<file path="src/rtl/ama_riscv_fetch.sv">
// ---------------------------------------------------------------------------
// ama_riscv_fetch
//   Instruction fetch stage plus the IF/ID pipeline register that feeds the
//   decoder. Holds the PC, picks the next PC from the decoder's pc_sel/pc_we,
//   drives a synchronous-read IMEM and registers {inst, pc} into ID.
//   Around reset it injects NOP bubbles so the decoder never sees stale
//   IMEM data.
//
// Ports
//   clk          in   1        clock, all state updates on posedge
//   rst          in   1        synchronous, active-high reset
//   pc_sel       in   2        next-PC select (START_ADDR / INC4 / ALU / hold)
//   pc_we        in   1        PC write enable (already gated with stall)
//   alu_out      in   32       branch/jump target from the EX ALU
//   stall_if     in   1        hold PC and IF/ID register
//   clear_if     in   1        flush IF/ID register to a bubble
//   imem_addr    out  IMEM_AW  IMEM word address (combinational)
//   imem_en      out  1        IMEM read enable, tied high
//   imem_rdata   in   32       IMEM data, valid one cycle after imem_addr
//   pc_if        out  32       current PC (address of imem_rdata this cycle)
//   inst_id      out  32       registered instruction to the decoder
//   pc_id        out  32       registered PC of inst_id
//   inst_id_vld  out  1        inst_id is a real fetched instruction
// ---------------------------------------------------------------------------
module ama_riscv_fetch #(
  parameter logic [31:0] RESET_VECTOR = 32'h0000_0000,
  parameter int unsigned IMEM_AW      = 14,
  parameter logic [31:0] NOP_INST     = 32'h0000_0013
) (
  input  logic               clk,
  input  logic               rst,
  input  logic [1:0]         pc_sel,
  input  logic               pc_we,
  input  logic [31:0]        alu_out,
  input  logic               stall_if,
  input  logic               clear_if,
  output logic [IMEM_AW-1:0] imem_addr,
  output logic               imem_en,
  input  logic [31:0]        imem_rdata,
  output logic [31:0]        pc_if,
  output logic [31:0]        inst_id,
  output logic [31:0]        pc_id,
  output logic               inst_id_vld
);

  // Next-PC select encodings shared with the decoder; 2'd3 is reserved (hold).
  localparam logic [1:0] PC_SEL_START_ADDR = 2'd0;
  localparam logic [1:0] PC_SEL_INC4       = 2'd1;
  localparam logic [1:0] PC_SEL_ALU        = 2'd2;

  logic [31:0] pc_q;
  logic [31:0] pc_d;
  logic [31:0] pc_nxt;
  logic        pc_adv;

  logic        rst_bub_q;
  logic        rst_bub_d;

  logic [31:0] inst_f;
  logic        vld_f;

  logic [31:0] inst_id_q;
  logic [31:0] inst_id_d;
  logic [31:0] pc_id_q;
  logic [31:0] pc_id_d;
  logic        vld_id_q;
  logic        vld_id_d;

  // Next-PC mux; ALU targets are forced word aligned rather than trapping.
  always_comb begin
    pc_nxt = pc_q;
    case (pc_sel)
      PC_SEL_START_ADDR: pc_nxt = RESET_VECTOR;
      PC_SEL_INC4:       pc_nxt = pc_q + 32'd4;
      PC_SEL_ALU:        pc_nxt = alu_out & 32'hFFFF_FFFC;
      default:           pc_nxt = pc_q;
    endcase
  end

  // PC advance qualifier and PC next-state.
  always_comb begin
    pc_adv = pc_we & ~stall_if;
    if (pc_adv) begin
      pc_d = pc_nxt;
    end else begin
      pc_d = pc_q;
    end
  end

  // IMEM address always points at the PC that will be current next cycle,
  // so the synchronous read data lines up with pc_if.
  always_comb begin
    if (rst) begin
      imem_addr = RESET_VECTOR[IMEM_AW+1:2];
    end else if (pc_adv) begin
      imem_addr = pc_nxt[IMEM_AW+1:2];
    end else begin
      imem_addr = pc_q[IMEM_AW+1:2];
    end
  end

  assign imem_en = 1'b1;

  // Reset bubble: the cycle right after reset still carries stale IMEM data.
  always_comb begin
    rst_bub_d = 1'b0;
    if (rst_bub_q) begin
      inst_f = NOP_INST;
      vld_f  = 1'b0;
    end else begin
      inst_f = imem_rdata;
      vld_f  = 1'b1;
    end
  end

  // IF/ID next-state: flush beats stall, stall beats load.
  always_comb begin
    inst_id_d = inst_id_q;
    pc_id_d   = pc_id_q;
    vld_id_d  = vld_id_q;
    if (clear_if) begin
      inst_id_d = NOP_INST;
      pc_id_d   = pc_q;
      vld_id_d  = 1'b0;
    end else if (stall_if) begin
      inst_id_d = inst_id_q;
      pc_id_d   = pc_id_q;
      vld_id_d  = vld_id_q;
    end else begin
      inst_id_d = inst_f;
      pc_id_d   = pc_q;
      vld_id_d  = vld_f;
    end
  end

  // State registers with synchronous reset.
  always_ff @(posedge clk) begin
    if (rst) begin
      pc_q      <= RESET_VECTOR;
      rst_bub_q <= 1'b1;
      inst_id_q <= NOP_INST;
      pc_id_q   <= RESET_VECTOR;
      vld_id_q  <= 1'b0;
    end else begin
      pc_q      <= pc_d;
      rst_bub_q <= rst_bub_d;
      inst_id_q <= inst_id_d;
      pc_id_q   <= pc_id_d;
      vld_id_q  <= vld_id_d;
    end
  end

  assign pc_if       = pc_q;
  assign inst_id     = inst_id_q;
  assign pc_id       = pc_id_q;
  assign inst_id_vld = vld_id_q;

endmodule

</file>
<file path="config.mk">
export PLATFORM = sky130hd
export DESIGN_NAME = ama_riscv_fetch
export DESIGN_NICKNAME = d
export VERILOG_FILES = /design/src/rtl/ama_riscv_fetch.sv
export SDC_FILE = /design/constraint.sdc
export NUM_CORES = 1
export LEC_CHECK = 0
export BUFFER_PORTS_ARGS = -buffer_cell sky130_fd_sc_hd__buf_4
export CAP_MARGIN = 5
export CORE_MARGIN = 3
export CORE_UTILIZATION = 53
export CTS_BUF_LIST = sky130_fd_sc_hd__clkbuf_8
export CTS_CLUSTER_SIZE = 28
export DETAILED_ROUTE_END_ITERATION = 7
export HOLD_SLACK_MARGIN = 0.1
export PLACE_DENSITY = 0.88
export SETUP_SLACK_MARGIN = 0.5
export SYNTH_ARGS = -nofsm -noshare
export SYNTH_HDL_FRONTEND = slang
export SYNTH_SLANG_ARGS = --single-unit
</file>
<file path="constraint.sdc">
create_clock -name clk -period 4.75 [get_ports clk]
set_input_delay 0.2375 -clock clk [delete_from_list [all_inputs] [get_ports clk]]
set_output_delay 0.2375 -clock clk [all_outputs]
set_load 0.05 [all_outputs]
</file>
==> impl_metrics.json <==
{
  "rsz0062_at_grt": "false",
  "ant_nets": 0,
  "period_needed_ps": 3080,
  "crit_path_end_kind": "output pin",
  "synth_edf_count": 0,
  "die_x_um": 95.7,
  "ioPinCount": 183,
  "routed_wl_um": 13700,
  "antenna_found_initial": 0,
  "wl_per_cell_um": 17.0,
  "worstSetupStartpointType": "flop",
  "grt_max_degree": 80,
  "cts_setup_buffers": 0,
  "grt_pass1_vias": 4368,
  "tritoncts": "done",
  "ys_ff_latch": 94,
  "start_util_pct": 54.9,
  "gp_congestion": 0.882,
  "finalHoldViolations": 0,
  "r2r_slack_ps": 1910,
  "slew_headroom_pct": 21.8,
  "syn_area_um2": 4260,
  "endpoint": "imem_addr[12]",
  "drtIter0Drc": 506,
  "rows": 32,
  "track_usage_pct": 29.2,
  "finalSetupViolCount": 0,
  "yosysWarnings": 0,
  "async_reset_ff_share_pct": 0,
  "hpwl_um": 9410,
  "final_util_pct": 74.9,
  "yosysMostFrequentCell": "nand2_1",
  "synthFlopType": "dfxtp_1",
  "finalPower_mw": 1.70,
  "die_y_um": 95.7,
  "clk_latency_ps": 360,
  "cts_inserted_buffers": 9,
  "dp_slack_ps": 2030,
  "fin_cells": 802,
  "cp-startpoint": "pc_if[3]$_SDFFE_PP0P_",
  "diodes": 0,
  "max-vdd-ir-drop_v": 0.000201,
  "crit_type": "reg2out",
  "drc": 0,
  "nets": 767,
  "p_leak_nw": 2.32,
  "p_per_area_nw_per_um2": 291,
  "regToRegEndpoint": "pc_if[30]$_SDFFE_PP0P_",
  "worst_slack_ps": 1670,
  "cts_max_path_buffers": 2,
  "finalClockSkew_ps": 8.27,
  "synth_common_cells": "96 x nand2_1, 94 x dfxtp_1, 59 x nor2_1",
  "fin_crit_sh_pct": 64.7,
  "r2r_cells": 5,
  "core_area_um2": 7770,
  "ys_seq_area_share_pct": 44.1,
  "path_clk_slew_ps": 90,
  "ctsResizeCount": 0,
  "drv_slew": 0,
  "hold_path_class": "in2reg",
  "synth_area_leader_cell": "dfxtp_1",
  "required_ps": 4510,
  "r2r_start": "pc_if[3]$_SDFFE_PP0P_",
  "grt_pass1_wl_um": 21300,
  "crit_fanout": 9,
  "tightest_slew_ps": 1170,
  "placed_cells": 784,
  "viasPerCell": 5.97,
  "arrival_ps": 2840,
  "drive_gt1_share_pct": 29.7,
  "synthDominantCellAreaShare_pct": 44.1,
  "cts_sinks": 94,
  "fmax_ghz": 0.325,
  "syn_to_final_growth_pct": 36.5,
  "status": "complete, no violations",
  "synthCells": 544,
  "tns_ps": 0,
  "ctsRootBufferMaster": "clkbuf_8",
  "synth_cell_types": 56,
  "die_area_um2": 9160,
  "htreeDepth": 3,
  "io_buffers": 175,
  "yosys-top-cells-area": "dfxtp_1 44%, nand2_1 8.5%, a22oi_1 6.5%",
  "cap_violations": 0,
  "first_pass_iters": 5,
  "grt.overflow.total": 0,
  "vias": 4784,
  "avgSynthCellArea_um2": 7.84
}
metal layers:
metal	routed length, µm	vias up	global-route usage [%]
li1	-	2260	-
met1	5160	2180	35.1
met2	6800	297	50.1
met3	1320	47	5.92
met4	376	0	12.7
met5	0	-	0
sequential cells by signal, indices dropped and copies added (netlist names):
signal,flops
inst_id,32
pc_id,30
inst_id_vld,1
rst_bub_q,1
pc_if,30
layout make-up:
cell class,count,area (µm²)
timing repair buffer,183,1380
inverter,7,26.3
tap,102,128
fill,615,1950
multi-input combinational,400,2170
clock buffer,11,151
clock inverter,5,81.3
sequential,94,1880
critical path, stage by stage (launching register included):
cell	delay [ps]
dfxtp_1	480
ha_1	270
nand4_1	350
or4_1	680
nor3_1	210
a21oi_1	80
o21ai_1	190
buf_4	230
how the worst min path moves through the flow:
stage,depth (start not counted),endpoint,start
after CTS,3,inst_id[0]$_SDFFE_PP1N_,clear_if
after global placement,2,pc_id[30]$_SDFFE_PP0P_,pc_id[30]$_SDFFE_PP0P_
after global routing,3,inst_id[0]$_SDFFE_PP1N_,clear_if
after floorplan,0,rst_bub_q$_DFF_P_,rst
final,3,inst_id[13]$_SDFFE_PP0N_,imem_rdata[13]
after detailed placement,2,pc_id[28]$_SDFFE_PP0P_,pc_id[28]$_SDFFE_PP0P_
kinds of logic after synthesis:
group / share of synthesized area [%]
buf+inv: 5.20
simple gates: 24.9
mux: 1.20
flops: 44.1
other cells: 0.176
compound gates: 24.1
fa+ha+maj: 0.293
through the flow:
stage	hold slack (ps)	cell area, µm²
after floorplan	265	4270
after detailed placement	445	5570
final	115	5820
after global routing	105	5820
after global placement	439	5570
after CTS	101	5820
where the power goes:
group          leakage, nW  switching [mW]  total (mW)  internal (mW)
Clock                0.116           0.280       0.606          0.325
Sequential           0.761          0.0185       0.822          0.804
Combinational         1.45           0.175       0.268         0.0931
timing repair:
item,4_1_cts,5_1_grt
hold buffers,2,0
setup endpoints to repair,0,0
endpoints found under the hold margin,2,0
cell usage in the layout, fill, tap and decap left out, drive strengths merged, types with 3 or more instances in the layout:
cell / Yosys / layout
nor3: 12 / 12
nor4: 10 / 10
a211oi: 3 / 3
dfxtp: 94 / 94
or4: 6 / 6
nand2: 96 / 96
nand2b: 6 / 6
nand3: 14 / 14
nor2b: 3 / 3
clkbuf: 35 / 11
mux2i: 4 / 4
o21ai: 16 / 16
nor2: 59 / 59
buf: 11 / 181
o22ai: 11 / 11
a22oi: 37 / 37
and3: 3 / 3
a21oi: 52 / 52
or2: 4 / 4
a31oi: 15 / 15
a221oi: 7 / 7
conb: 2 / 5
nand4: 7 / 7
and2: 4 / 4
inv: 7 / 7
No activity file was read; power rests on OpenSTA's default activity.
